--- config.mk ---
export PLATFORM = sky130hd
export DESIGN_NAME = mc_control_fsm_flat
export DESIGN_NICKNAME = d
export VERILOG_FILES = /design/src/rtl/mc_control_fsm_pkg.sv /design/src/rtl/mc_control_fsm_if.sv /design/src/rtl/mc_control_fsm_instr_class.sv /design/src/rtl/mc_control_fsm.sv /design/src/flat_wrapper.sv
export SDC_FILE = /design/constraint.sdc
export NUM_CORES = 1
export LEC_CHECK = 0
export CAP_MARGIN = 20
export CELL_PAD_IN_SITES_DETAIL_PLACEMENT = 0
export CELL_PAD_IN_SITES_GLOBAL_PLACEMENT = 1
export CORE_MARGIN = 2
export CORE_UTILIZATION = 34
export CTS_CLUSTER_DIAMETER = 50
export DETAILED_ROUTE_END_ITERATION = 12
export GPL_TIMING_DRIVEN = 1
export PLACE_DENSITY = 0.83
export REMOVE_ABC_BUFFERS = 1
export SETUP_SLACK_MARGIN = 0.05
export SYNTH_ARGS = -nofsm -noshare
export SYNTH_HDL_FRONTEND = slang
export SYNTH_HIERARCHICAL = 1
export SYNTH_SLANG_ARGS = --single-unit
--- constraint.sdc ---
create_clock -name clk_i -period 3.4 [get_ports clk_i]
set_clock_uncertainty 0.15 [all_clocks]
set_input_delay 0.68 -clock clk_i [delete_from_list [all_inputs] [get_ports clk_i]]
set_output_delay 0.68 -clock clk_i [all_outputs]
set_load 0.03 [all_outputs]
--- src/rtl/mc_control_fsm_pkg.sv ---
// Shared encodings for the multi-cycle MIPS control unit: opcodes, functs,
// datapath select values, ALU ops, FSM states and instruction classes.
package mips_ctrl_pkg;

    localparam logic [5:0] OpRtype = 6'h00;
    localparam logic [5:0] OpJ     = 6'h02;
    localparam logic [5:0] OpJal   = 6'h03;
    localparam logic [5:0] OpBeq   = 6'h04;
    localparam logic [5:0] OpBne   = 6'h05;
    localparam logic [5:0] OpAddi  = 6'h08;
    localparam logic [5:0] OpXori  = 6'h0E;
    localparam logic [5:0] OpLw    = 6'h23;
    localparam logic [5:0] OpSw    = 6'h2B;

    localparam logic [5:0] FnJr  = 6'h08;
    localparam logic [5:0] FnAdd = 6'h20;
    localparam logic [5:0] FnSub = 6'h22;
    localparam logic [5:0] FnSlt = 6'h2A;

    typedef enum logic [2:0] {
        AluAdd = 3'd0,
        AluSub = 3'd1,
        AluXor = 3'd2,
        AluSlt = 3'd3
    } alu_op_e;

    localparam logic [1:0] PcSrcAlu    = 2'd0;
    localparam logic [1:0] PcSrcBranch = 2'd1;
    localparam logic [1:0] PcSrcJump   = 2'd2;
    localparam logic [1:0] PcSrcRs     = 2'd3;

    localparam logic [1:0] RegDstRt = 2'd0;
    localparam logic [1:0] RegDstRd = 2'd1;
    localparam logic [1:0] RegDstRa = 2'd2;

    localparam logic [1:0] MemToRegAlu = 2'd0;
    localparam logic [1:0] MemToRegMem = 2'd1;
    localparam logic [1:0] MemToRegPc4 = 2'd2;

    localparam logic [1:0] SrcBRt    = 2'd0;
    localparam logic [1:0] SrcBFour  = 2'd1;
    localparam logic [1:0] SrcBImm   = 2'd2;
    localparam logic [1:0] SrcBImmSh = 2'd3;

    typedef enum logic [3:0] {
        StFetch,
        StDecode,
        StAddr,
        StMemRd,
        StMemWr,
        StWbMem,
        StExecR,
        StExecI,
        StWbAlu,
        StBranch,
        StJump,
        StTrap
    } state_e;

    typedef enum logic [3:0] {
        ClsLoad,
        ClsStore,
        ClsAluR,
        ClsAluI,
        ClsBeq,
        ClsBne,
        ClsJ,
        ClsJal,
        ClsJr,
        ClsIllegal
    } instr_class_e;

endpackage

--- src/rtl/mc_control_fsm_if.sv ---
// Control-unit <-> datapath bundle. The FSM side uses the slave modport,
// the datapath (or a bench) the master modport.
interface mc_control_fsm_if #(
    parameter int unsigned CNT_W = 32
);
    logic [31:0]      instr;
    logic             alu_zero;
    logic             mem_ready;
    logic             pc_write;
    logic             ir_write;
    logic             mem_read;
    logic             mem_write;
    logic             reg_write;
    logic             iord;
    logic             alu_src_a;
    logic [1:0]       pc_src;
    logic [1:0]       reg_dst;
    logic [1:0]       mem_to_reg;
    logic [1:0]       alu_src_b;
    logic [2:0]       alu_op;
    logic             illegal;
    logic             bus_error;
    logic [CNT_W-1:0] retired;

    modport master (
        output instr, alu_zero, mem_ready,
        input  pc_write, ir_write, mem_read, mem_write, reg_write, iord, alu_src_a,
        input  pc_src, reg_dst, mem_to_reg, alu_src_b, alu_op,
        input  illegal, bus_error, retired
    );

    modport slave (
        input  instr, alu_zero, mem_ready,
        output pc_write, ir_write, mem_read, mem_write, reg_write, iord, alu_src_a,
        output pc_src, reg_dst, mem_to_reg, alu_src_b, alu_op,
        output illegal, bus_error, retired
    );

endinterface

--- src/rtl/mc_control_fsm_instr_class.sv ---
// Combinational classifier: opcode/funct to instruction class, the ALU op the
// execute step needs, and a legal flag.
module instr_class
    import mips_ctrl_pkg::*;
(
    input  logic [5:0]   opcode_i,
    input  logic [5:0]   funct_i,
    output instr_class_e cls_o,
    output alu_op_e      alu_op_o,
    output logic         legal_o
);

    always_comb begin
        cls_o    = ClsIllegal;
        alu_op_o = AluAdd;
        case (opcode_i)
            OpRtype: begin
                case (funct_i)
                    FnJr:  cls_o = ClsJr;
                    FnAdd: cls_o = ClsAluR;
                    FnSub: begin
                        cls_o    = ClsAluR;
                        alu_op_o = AluSub;
                    end
                    FnSlt: begin
                        cls_o    = ClsAluR;
                        alu_op_o = AluSlt;
                    end
                    default: cls_o = ClsIllegal;
                endcase
            end
            OpLw:   cls_o = ClsLoad;
            OpSw:   cls_o = ClsStore;
            OpJ:    cls_o = ClsJ;
            OpJal:  cls_o = ClsJal;
            OpBeq: begin
                cls_o    = ClsBeq;
                alu_op_o = AluSub;
            end
            OpBne: begin
                cls_o    = ClsBne;
                alu_op_o = AluSub;
            end
            OpAddi: cls_o = ClsAluI;
            OpXori: begin
                cls_o    = ClsAluI;
                alu_op_o = AluXor;
            end
            default: cls_o = ClsIllegal;
        endcase
        legal_o = (cls_o != ClsIllegal);
    end

endmodule

--- src/rtl/mc_control_fsm.sv ---
// Multi-cycle MIPS control FSM: sequences fetch/decode/execute/memory/writeback,
// waits on mem_ready with a timeout, traps on illegal opcodes, counts retirements.
module mc_control_fsm
    import mips_ctrl_pkg::*;
#(
    parameter int unsigned MEM_TIMEOUT = 15,
    parameter int unsigned CNT_W       = 32
) (
    input  logic          clk_i,
    input  logic          reset_i,
    mc_control_fsm_if.slave bus
);

    localparam logic [7:0] TimeoutCnt = 8'(MEM_TIMEOUT);

    state_e           state_q;
    logic [7:0]       wait_q;
    logic [1:0]       wb_dst_q;
    logic             illegal_q;
    logic             bus_error_q;
    logic [CNT_W-1:0] retired_q;

    instr_class_e cls;
    alu_op_e      cls_alu_op;
    logic         instr_legal;
    logic         in_mem_wait;
    logic [7:0]   wait_inc;
    logic         timeout;
    logic         retire;

    instr_class u_instr_class (
        .opcode_i (bus.instr[31:26]),
        .funct_i  (bus.instr[5:0]),
        .cls_o    (cls),
        .alu_op_o (cls_alu_op),
        .legal_o  (instr_legal)
    );

    assign in_mem_wait = (state_q == StFetch || state_q == StMemRd || state_q == StMemWr)
                         && !bus.mem_ready;
    assign wait_inc    = wait_q + 8'd1;
    // A ready on the last allowed cycle beats the timeout since in_mem_wait is then low.
    assign timeout     = in_mem_wait && (wait_inc == TimeoutCnt);

    always_ff @(posedge clk_i) begin
        if (reset_i) begin
            state_q     <= StFetch;
            wait_q      <= 8'd0;
            wb_dst_q    <= RegDstRt;
            illegal_q   <= 1'b0;
            bus_error_q <= 1'b0;
            retired_q   <= '0;
        end else begin
            wait_q <= in_mem_wait ? wait_inc : 8'd0;
            if (retire) retired_q <= retired_q + CNT_W'(1);
            case (state_q)
                StFetch, StMemRd, StMemWr: begin
                    if (bus.mem_ready) begin
                        state_q <= (state_q == StFetch) ? StDecode :
                                   (state_q == StMemRd) ? StWbMem : StFetch;
                    end else if (timeout) begin
                        state_q     <= StTrap;
                        bus_error_q <= 1'b1;
                    end
                end
                StDecode: begin
                    if (!instr_legal) begin
                        state_q   <= StTrap;
                        illegal_q <= 1'b1;
                    end else begin
                        case (cls)
                            ClsLoad, ClsStore: state_q <= StAddr;
                            ClsAluR:           state_q <= StExecR;
                            ClsAluI:           state_q <= StExecI;
                            ClsBeq, ClsBne:    state_q <= StBranch;
                            default:           state_q <= StJump;
                        endcase
                    end
                end
                StAddr:  state_q <= (cls == ClsLoad) ? StMemRd : StMemWr;
                StExecR: begin
                    wb_dst_q <= RegDstRd;
                    state_q  <= StWbAlu;
                end
                StExecI: begin
                    wb_dst_q <= RegDstRt;
                    state_q  <= StWbAlu;
                end
                StWbMem, StWbAlu, StBranch, StJump: state_q <= StFetch;
                StTrap:  state_q <= StTrap;
                default: state_q <= StFetch;
            endcase
        end
    end

    // Outputs decode from state; reset forces everything idle so an aborted
    // instruction never writes.
    always_comb begin
        bus.pc_write   = 1'b0;
        bus.ir_write   = 1'b0;
        bus.mem_read   = 1'b0;
        bus.mem_write  = 1'b0;
        bus.reg_write  = 1'b0;
        bus.iord       = 1'b0;
        bus.alu_src_a  = 1'b0;
        bus.pc_src     = PcSrcAlu;
        bus.reg_dst    = RegDstRt;
        bus.mem_to_reg = MemToRegAlu;
        bus.alu_src_b  = SrcBRt;
        bus.alu_op     = AluAdd;
        retire         = 1'b0;
        if (!reset_i) begin
            case (state_q)
                StFetch: begin
                    bus.mem_read  = 1'b1;
                    bus.alu_src_b = SrcBFour;
                    bus.ir_write  = bus.mem_ready;
                    bus.pc_write  = bus.mem_ready;
                end
                StDecode: bus.alu_src_b = SrcBImmSh;
                StAddr: begin
                    bus.alu_src_a = 1'b1;
                    bus.alu_src_b = SrcBImm;
                end
                StMemRd: begin
                    bus.mem_read = 1'b1;
                    bus.iord     = 1'b1;
                end
                StMemWr: begin
                    bus.mem_write = 1'b1;
                    bus.iord      = 1'b1;
                    retire        = bus.mem_ready;
                end
                StWbMem: begin
                    bus.reg_write  = 1'b1;
                    bus.mem_to_reg = MemToRegMem;
                    retire         = 1'b1;
                end
                StExecR, StExecI: begin
                    bus.alu_src_a = 1'b1;
                    bus.alu_src_b = (state_q == StExecR) ? SrcBRt : SrcBImm;
                    bus.alu_op    = cls_alu_op;
                end
                StWbAlu: begin
                    bus.reg_write = 1'b1;
                    bus.reg_dst   = wb_dst_q;
                    retire        = 1'b1;
                end
                StBranch: begin
                    bus.alu_src_a = 1'b1;
                    bus.alu_op    = AluSub;
                    bus.pc_src    = PcSrcBranch;
                    bus.pc_write  = (cls == ClsBeq) ? bus.alu_zero : !bus.alu_zero;
                    retire        = 1'b1;
                end
                StJump: begin
                    bus.pc_write = 1'b1;
                    bus.pc_src   = (cls == ClsJr) ? PcSrcRs : PcSrcJump;
                    if (cls == ClsJal) begin
                        bus.reg_write  = 1'b1;
                        bus.reg_dst    = RegDstRa;
                        bus.mem_to_reg = MemToRegPc4;
                    end
                    retire = 1'b1;
                end
                default: ;
            endcase
        end
    end

    assign bus.illegal   = illegal_q;
    assign bus.bus_error = bus_error_q;
    assign bus.retired   = retired_q;

endmodule

--- src/flat_wrapper.sv ---
// flat-port wrapper written by rule: the top's interface ports become plain ports
module mc_control_fsm_flat import mips_ctrl_pkg::*;
#(
    parameter int unsigned MEM_TIMEOUT = 15,
    parameter int unsigned CNT_W       = 32
)
  (clk_i, reset_i, bus_instr, bus_alu_zero, bus_mem_ready, bus_pc_write, bus_ir_write, bus_mem_read, bus_mem_write, bus_reg_write, bus_iord, bus_alu_src_a, bus_pc_src, bus_reg_dst, bus_mem_to_reg, bus_alu_src_b, bus_alu_op, bus_illegal, bus_bus_error, bus_retired);
  mc_control_fsm_if #(.CNT_W(CNT_W)) bus_i ();
  input  logic clk_i;
  input  logic reset_i;
  input wire logic [$bits(bus_i.instr)-1:0] bus_instr;
  input wire logic [$bits(bus_i.alu_zero)-1:0] bus_alu_zero;
  input wire logic [$bits(bus_i.mem_ready)-1:0] bus_mem_ready;
  output wire logic [$bits(bus_i.pc_write)-1:0] bus_pc_write;
  output wire logic [$bits(bus_i.ir_write)-1:0] bus_ir_write;
  output wire logic [$bits(bus_i.mem_read)-1:0] bus_mem_read;
  output wire logic [$bits(bus_i.mem_write)-1:0] bus_mem_write;
  output wire logic [$bits(bus_i.reg_write)-1:0] bus_reg_write;
  output wire logic [$bits(bus_i.iord)-1:0] bus_iord;
  output wire logic [$bits(bus_i.alu_src_a)-1:0] bus_alu_src_a;
  output wire logic [$bits(bus_i.pc_src)-1:0] bus_pc_src;
  output wire logic [$bits(bus_i.reg_dst)-1:0] bus_reg_dst;
  output wire logic [$bits(bus_i.mem_to_reg)-1:0] bus_mem_to_reg;
  output wire logic [$bits(bus_i.alu_src_b)-1:0] bus_alu_src_b;
  output wire logic [$bits(bus_i.alu_op)-1:0] bus_alu_op;
  output wire logic [$bits(bus_i.illegal)-1:0] bus_illegal;
  output wire logic [$bits(bus_i.bus_error)-1:0] bus_bus_error;
  output wire logic [$bits(bus_i.retired)-1:0] bus_retired;
  assign bus_i.instr = bus_instr;
  assign bus_i.alu_zero = bus_alu_zero;
  assign bus_i.mem_ready = bus_mem_ready;
  assign bus_pc_write = bus_i.pc_write;
  assign bus_ir_write = bus_i.ir_write;
  assign bus_mem_read = bus_i.mem_read;
  assign bus_mem_write = bus_i.mem_write;
  assign bus_reg_write = bus_i.reg_write;
  assign bus_iord = bus_i.iord;
  assign bus_alu_src_a = bus_i.alu_src_a;
  assign bus_pc_src = bus_i.pc_src;
  assign bus_reg_dst = bus_i.reg_dst;
  assign bus_mem_to_reg = bus_i.mem_to_reg;
  assign bus_alu_src_b = bus_i.alu_src_b;
  assign bus_alu_op = bus_i.alu_op;
  assign bus_illegal = bus_i.illegal;
  assign bus_bus_error = bus_i.bus_error;
  assign bus_retired = bus_i.retired;
  mc_control_fsm #(.MEM_TIMEOUT(MEM_TIMEOUT), .CNT_W(CNT_W)) u_core (.clk_i(clk_i), .reset_i(reset_i), .bus(bus_i));
endmodule
; ---- After elaboration in Yosys (flattened, before gate mapping)
; Index checks and enable logic that the tools add are counted.
[word_totals]
ram_bits = 0
romBits = 0
output_inout_bits = 52
in_bits = 36
ff_bits = 48
latch_bits = 0
mem_count = 0
word_cells = 113
[classes]
n_reduce_logical = 25
shift = 0
n_div = 0
muxes = 44
eq_ne = 33
mul = 0
order_cmp = 0
addsub = 2
bitwise_logic = 3
[ops]
columns = op, count
row1 = $add 32x1->32 const B, 1
row2 = $pmux 4 s8, 1
row3 = $eq 6x6->1 const B, 5
row4 = $eq 4x3->1 const B, 7
row5 = $pmux 2 s2, 6
row6 = $eq 4x4->1 const B, 5
row7 = $pmux 4 s5, 1
row8 = $eq 6x4->1 const B, 3
row9 = $reduce_or 2->1, 9
row10 = $eq 4x2->1 const B, 4
row11 = $mux 1, 16
row12 = $mux 4, 4
row13 = $pmux 4 s4, 1
row14 = $eq 6x2->1 const B, 2
row15 = $eq 6x3->1 const B, 2
row16 = $mux 2, 6
row17 = $mux 3, 3
row18 = $add 8x1->8 const B, 1
row19 = $eq 4x1->1 const B, 2
row20 = $eq 8x4->1 const B, 1
row21 = $logic_not 4->1, 2
row22 = $pmux 2 s4, 1
row23 = $pmux 4 s2, 1
row24 = $reduce_or 4->1, 2
row25 = 14 further kinds, 21

; ---- Depth between registers and ports, before layout
[depth]
word_depth = 9
depth_mapped = 10
mapped_depth_nobuf = 9

; ---- By module
; Netlist, hierarchy kept.
[by_module_without_submodules]
columns = mod, instances, area_each_um2, cells_each, seq_area_each_um2
row1 = mc_control_fsm, 1, 2735.1, 345, 940.9
row2 = instr_class, 1, 246.5, 37, 0.0

; ---- Worst setup path after synthesis
; Ideal clock, no wire load.
[synth_timing]
kind = input port to output port
from = input port bus_instr[28]
to = output port bus_pc_write
t_required_ns = 2.570
path_buffers = 1
slack_ns = -0.389
path_stages = 10
arrival_ns = 2.959
path_cell_list = buf_4 xnor2_1 nand2_1 a21o_1 a211oi_1 nor2_1 nand2_1 xnor2_1 o32a_1 nor3_1
[synth_between]
elab_chain_cells = 7
word_cells_on_any_way = 15
cone_classes = 9 x eq/ne / 4 x mux / 2 x reduce/logical
[synth_rtl]
columns = item, line_no
row1 = "start, declared", flat_wrapper.sv:11  ; input wire logic [$bits(bus_i.instr)-1:0] bus_instr;
row2 = $eq 6x4->1, mc_control_fsm_instr_class.sv:16  ; case (opcode_i)
row3 = $reduce_or 2->1 (no line), -
row4 = $pmux 4 s8 *, mc_control_fsm_instr_class.sv:16
row5 = via u_core.cls[1], mc_control_fsm.sv:23  ; instr_class_e cls;
row6 = $eq 4x3->1 *, mc_control_fsm.sv:153  ; bus.pc_write = (cls == ClsBeq) ? bus.alu_zero : !bus.alu_zero;
row7 = $mux 1 *, mc_control_fsm.sv:153
row8 = $pmux 1 s3 *, mc_control_fsm.sv:113  ; case (state_q)
row9 = $mux 1 *, mc_control_fsm.sv:112  ; if (!reset_i) begin
row10 = "end, declared", flat_wrapper.sv:14  ; output wire logic [$bits(bus_i.pc_write)-1:0] bus_pc_write;
; The timed path passes the listed nets; every way through them passes the cells marked *.

; ---- Final worst setup path
[layout_timing]
from = input port bus_instr[2]
to = output port bus_pc_write
[layout_between]
elab_chain_cells = 8
word_cells_on_any_way = 11
cone_classes = 5 x eq/ne / 5 x mux / 1 x reduce/logical
[layout_rtl]
columns = item, line_no
row1 = $eq 6x6->1, mc_control_fsm_instr_class.sv:18  ; case (funct_i)
row2 = $reduce_or 3->1 (no line), -
row3 = $pmux 4 s2 *, mc_control_fsm_instr_class.sv:18
row4 = $pmux 4 s8 *, mc_control_fsm_instr_class.sv:16
row5 = via u_core.cls[0], mc_control_fsm.sv:23
row6 = $eq 4x3->1 *, mc_control_fsm.sv:153
row7 = $mux 1 *, mc_control_fsm.sv:153
row8 = $pmux 1 s3 *, mc_control_fsm.sv:113
row9 = $mux 1 *, mc_control_fsm.sv:112
; Marks and branches as above.

==> impl_results.md <==
* DR top layer: met4
* Power share of the clock group at 0.243
* Worst Setup Slack, final at -0.0889 ns
* Synth async-reset ratio at 0
* Die Width at 97.6 um
* Sequential share of power at 0.377
* Fin crit share at 1.03
* Mapped Cells at 382
* WL met1 at 3.50 mm
* Drt wl/cell at 13.2 um
* Pin count of the biggest net entering global routing at 35
* Slew HR at 0.370
* Core footprint at 8590 um^2
* Final std cells w/o fill at 575
* GRT Util Overall at 0.155
* Sw power at 0.658 mW
* Row count at 34
* Share of cells above drive strength 1 at 0.193
* DRT Pass-1 Iters at 4
* Max incr delay on CP at 0.39 ns
* Worst slack at placement at -0.625 ns
* DP Cell Count at 561
* # fillers at 869
* TNS Setup at -0.130 ns
* Avg Cell Area, Syn at 7.81 um^2
* Worst EP arrival at 2.66 ns
* Port bufs at 66
* Hold WS at 0.333 ns
* Switching part of the total power at 0.372
* Post-DRT Antenna Nets at 0
* Register area share after synthesis at 0.316
* GP Congestion at 0.869
* Main flop type after synthesis: dfxtp_1
* Outcome: complete, but fails checks
* Post-route DRC at 0
* Vias in the first global route at 2807
* RSZ-0062 raised after global routing: true
* Cts bufs inserted at 5
* Critical path class: in -> out
* Max-slew violation count at 0
* Unique masters post-synth at 61
* Worst EP required at 2.57 ns
* Total congestion overflow at 0
* Failing checks: negative setup slack
* First-pass GRT wire length at 12.8 mm
* Critical path startpoint category: input pin
* Yosys warning total at 6
* Max FO, Critical Path at 2
* Layout area overhead at 38.6%
* Maximum buffer depth of the clock tree at 2
* Iteration-0 DRC Markers at 214
* Commonest cells after routing, fill and taps aside: dfxtp_1, clkdlybuf4s50_1, nor2_1
* Clock-pin slew of the registers on the worst-case setup and hold paths at 0.08 ns
* LEAKAGE at 1.46 nW
* Routed Wire Length at 7.59 mm
* Fmax at 287 MHz
* Nets at 505
* Slew @ Worst Pin at 0.942 ns
* HPWL after detailed placement at 5.62 mm
* Layout Utilization at 0.481
* TritonCTS clock tree: done
* Min Tclk post-route at 3.49 ns
* Gate power share at 0.380
* PD cells at 428 nW/um^2
* Number of diodes at 0
* Int Power at 1.11 mW
* Die Y-Extent at 97.6 um
* CTS sink cnt at 47
* Max cap viols at 0
* H-tree Lvls at 2
* Worst hold path type: reg -> reg
* Fin. Hold Viols at 0
* Post-synthesis register bit count at 47
* Critical path cell sequence: clkdlybuf4s15_1, nor4_4, a2bb2oi_2, or3_4, nor2_4, buf_6, nand2_4, xnor2_2, o32a_1, nor3_2, buf_4
* Antenna violations before repair at 0
* Post-synth EDFFs at 0
* Initial core utilization at 0.347
* Post-Syn Area at 2980 um^2
* Peak supply drop at 189 uV
* Skew-Pair Late Insertion Delay at 0.30 ns
* Avg Vias per Cell at 5.39
* Final setup fails at 2
* Root Buffer Master: clkbuf_8
* CP Capture Type: primary output
* IO Pins at 88
* Metal2 WL at 3.71 mm
* Die area at 9530 um^2
* Routed via count at 3100
* Hold_buf cts at 0
* Most common cell after layout, fill and taps aside: dfxtp_1
* DR WL met3 at 310 um
* Crit path max-delay cell type: or3_4
==> logic make-up after synthesis <==
group           after synthesis  synth area share
simple gates                180             0.337
compound gates               91             0.209
flops                        47             0.316
buf+inv                      34            0.0478
xor+xnor                     24            0.0705
fa+ha+maj                     3            0.0126
mux                           2           0.00713
other cells                   1           0.00126
==> cell type report <==
| type | instances | area [um^2] | area share |
|---|---|---|---|
| multi-input combinational | 301 | 2000 | 0.485 |
| sequential | 47 | 941 | 0.228 |
| timing repair buffer | 103 | 901 | 0.218 |
| tap | 108 | 135 | 0.0327 |
| clock buffer | 6 | 82.6 | 0.0200 |
| clock inverter | 2 | 38.8 | 0.00939 |
| inverter | 8 | 30.0 | 0.00727 |
==> per-stage QoR <==
| step | total power [mW] | cell area [um^2] |
|---|---|---|
| 2_1_floorplan | 1.06 | 2870 |
| 3_3_place_gp | 1.33 | 3880 |
| 3_5_place_dp | 1.33 | 3880 |
| 4_1_cts | 1.78 | 4090 |
| 5_1_grt | 1.89 | 4130 |
| 6_report | 1.77 | 4130 |
==> critical path, delay by kind of cell <==
kind | cells | cell delay [ns]
and+or+nand+nor | 5 | 0.94
buffers and inverters | 3 | 0.52
AOI/OAI and AO/OA | 2 | 0.40
xor gates and xnor gates | 1 | 0.12
==> synth_stat cells (3+ instances only) <==
cell type | n | area, um^2
nand4_1 | 9 | 56.3
o31ai_1 | 4 | 30.0
a21oi_1 | 26 | 130
and3_1 | 8 | 50.1
dfxtp_1 | 47 | 941
buf_2 | 6 | 30.0
xor2_1 | 11 | 96.3
a2111oi_0 | 3 | 26.3
ha_1 | 3 | 37.5
nor3_1 | 14 | 70.1
a211oi_1 | 9 | 67.6
nand3_1 | 21 | 105
nor2_1 | 45 | 169
or3_1 | 11 | 68.8
xnor2_1 | 13 | 114
nor2b_1 | 4 | 25.0
o21ai_0 | 17 | 85.1
buf_1 | 5 | 18.8
nand2b_1 | 8 | 50.1
or4_1 | 6 | 45.0
clkbuf_1 | 13 | 48.8
and4_1 | 4 | 35.0
nand2_1 | 22 | 82.6
o2111ai_1 | 7 | 61.3
nor3b_1 | 3 | 22.5
o211ai_1 | 3 | 22.5
and2_1 | 3 | 18.8
inv_1 | 8 | 30.0
a21o_1 | 3 | 22.5
nor4_1 | 6 | 37.5
==> worst paths after layout <==
| check | from | to | slack (ns) | cells after the start |
|---|---|---|---|---|
| min reg2reg | u_core/bus.bus_error | u_core/bus.bus_error | 0.33 | 2 |
| min | u_core/bus.bus_error | u_core/bus.bus_error | 0.33 | 2 |
| max | bus_instr[2] | bus_pc_write | -0.09 | 11 |
| max reg2reg | u_core/state_q[3] | u_core/bus.retired[23] | 0.91 | 5 |
==> power groups by stage <==
| stage | combinational [mW] | clock (mW) | sequential, mW |
|---|---|---|---|
| final | 0.673 | 0.430 | 0.666 |
| after global routing | 0.734 | 0.475 | 0.677 |
| after CTS | 0.666 | 0.448 | 0.665 |
| after detailed placement | 0.653 | 0 | 0.677 |
| after global placement | 0.651 | 0 | 0.675 |
| after floorplan | 0.357 | 0 | 0.702 |
==> metal layers <==
layer	GRT usage	vias up
li1	-	1582
met1	0.206	1439
met2	0.262	70
met3	0.0317	9
met4	0.0321	0
met5	0	-
==> registers in the layout, summed over array words and instances, names as in the netlist <==
signal                cells
u_core/bus.retired       32
u_core/wait_q             8
u_core/state_q            4
u_core/bus.bus_error      1
u_core/bus.illegal        1
u_core/wb_dst_q           1
==> timing repair <==
action | 4_1_cts | 5_1_grt
pin swaps | 13 | 11
resized for setup | 50 | 23
setup buffers | 4 | 2
hold endpoints to repair | 0 | 0
setup endpoints to repair | 7 | 5
No activity file was read; power rests on OpenSTA's default activity.
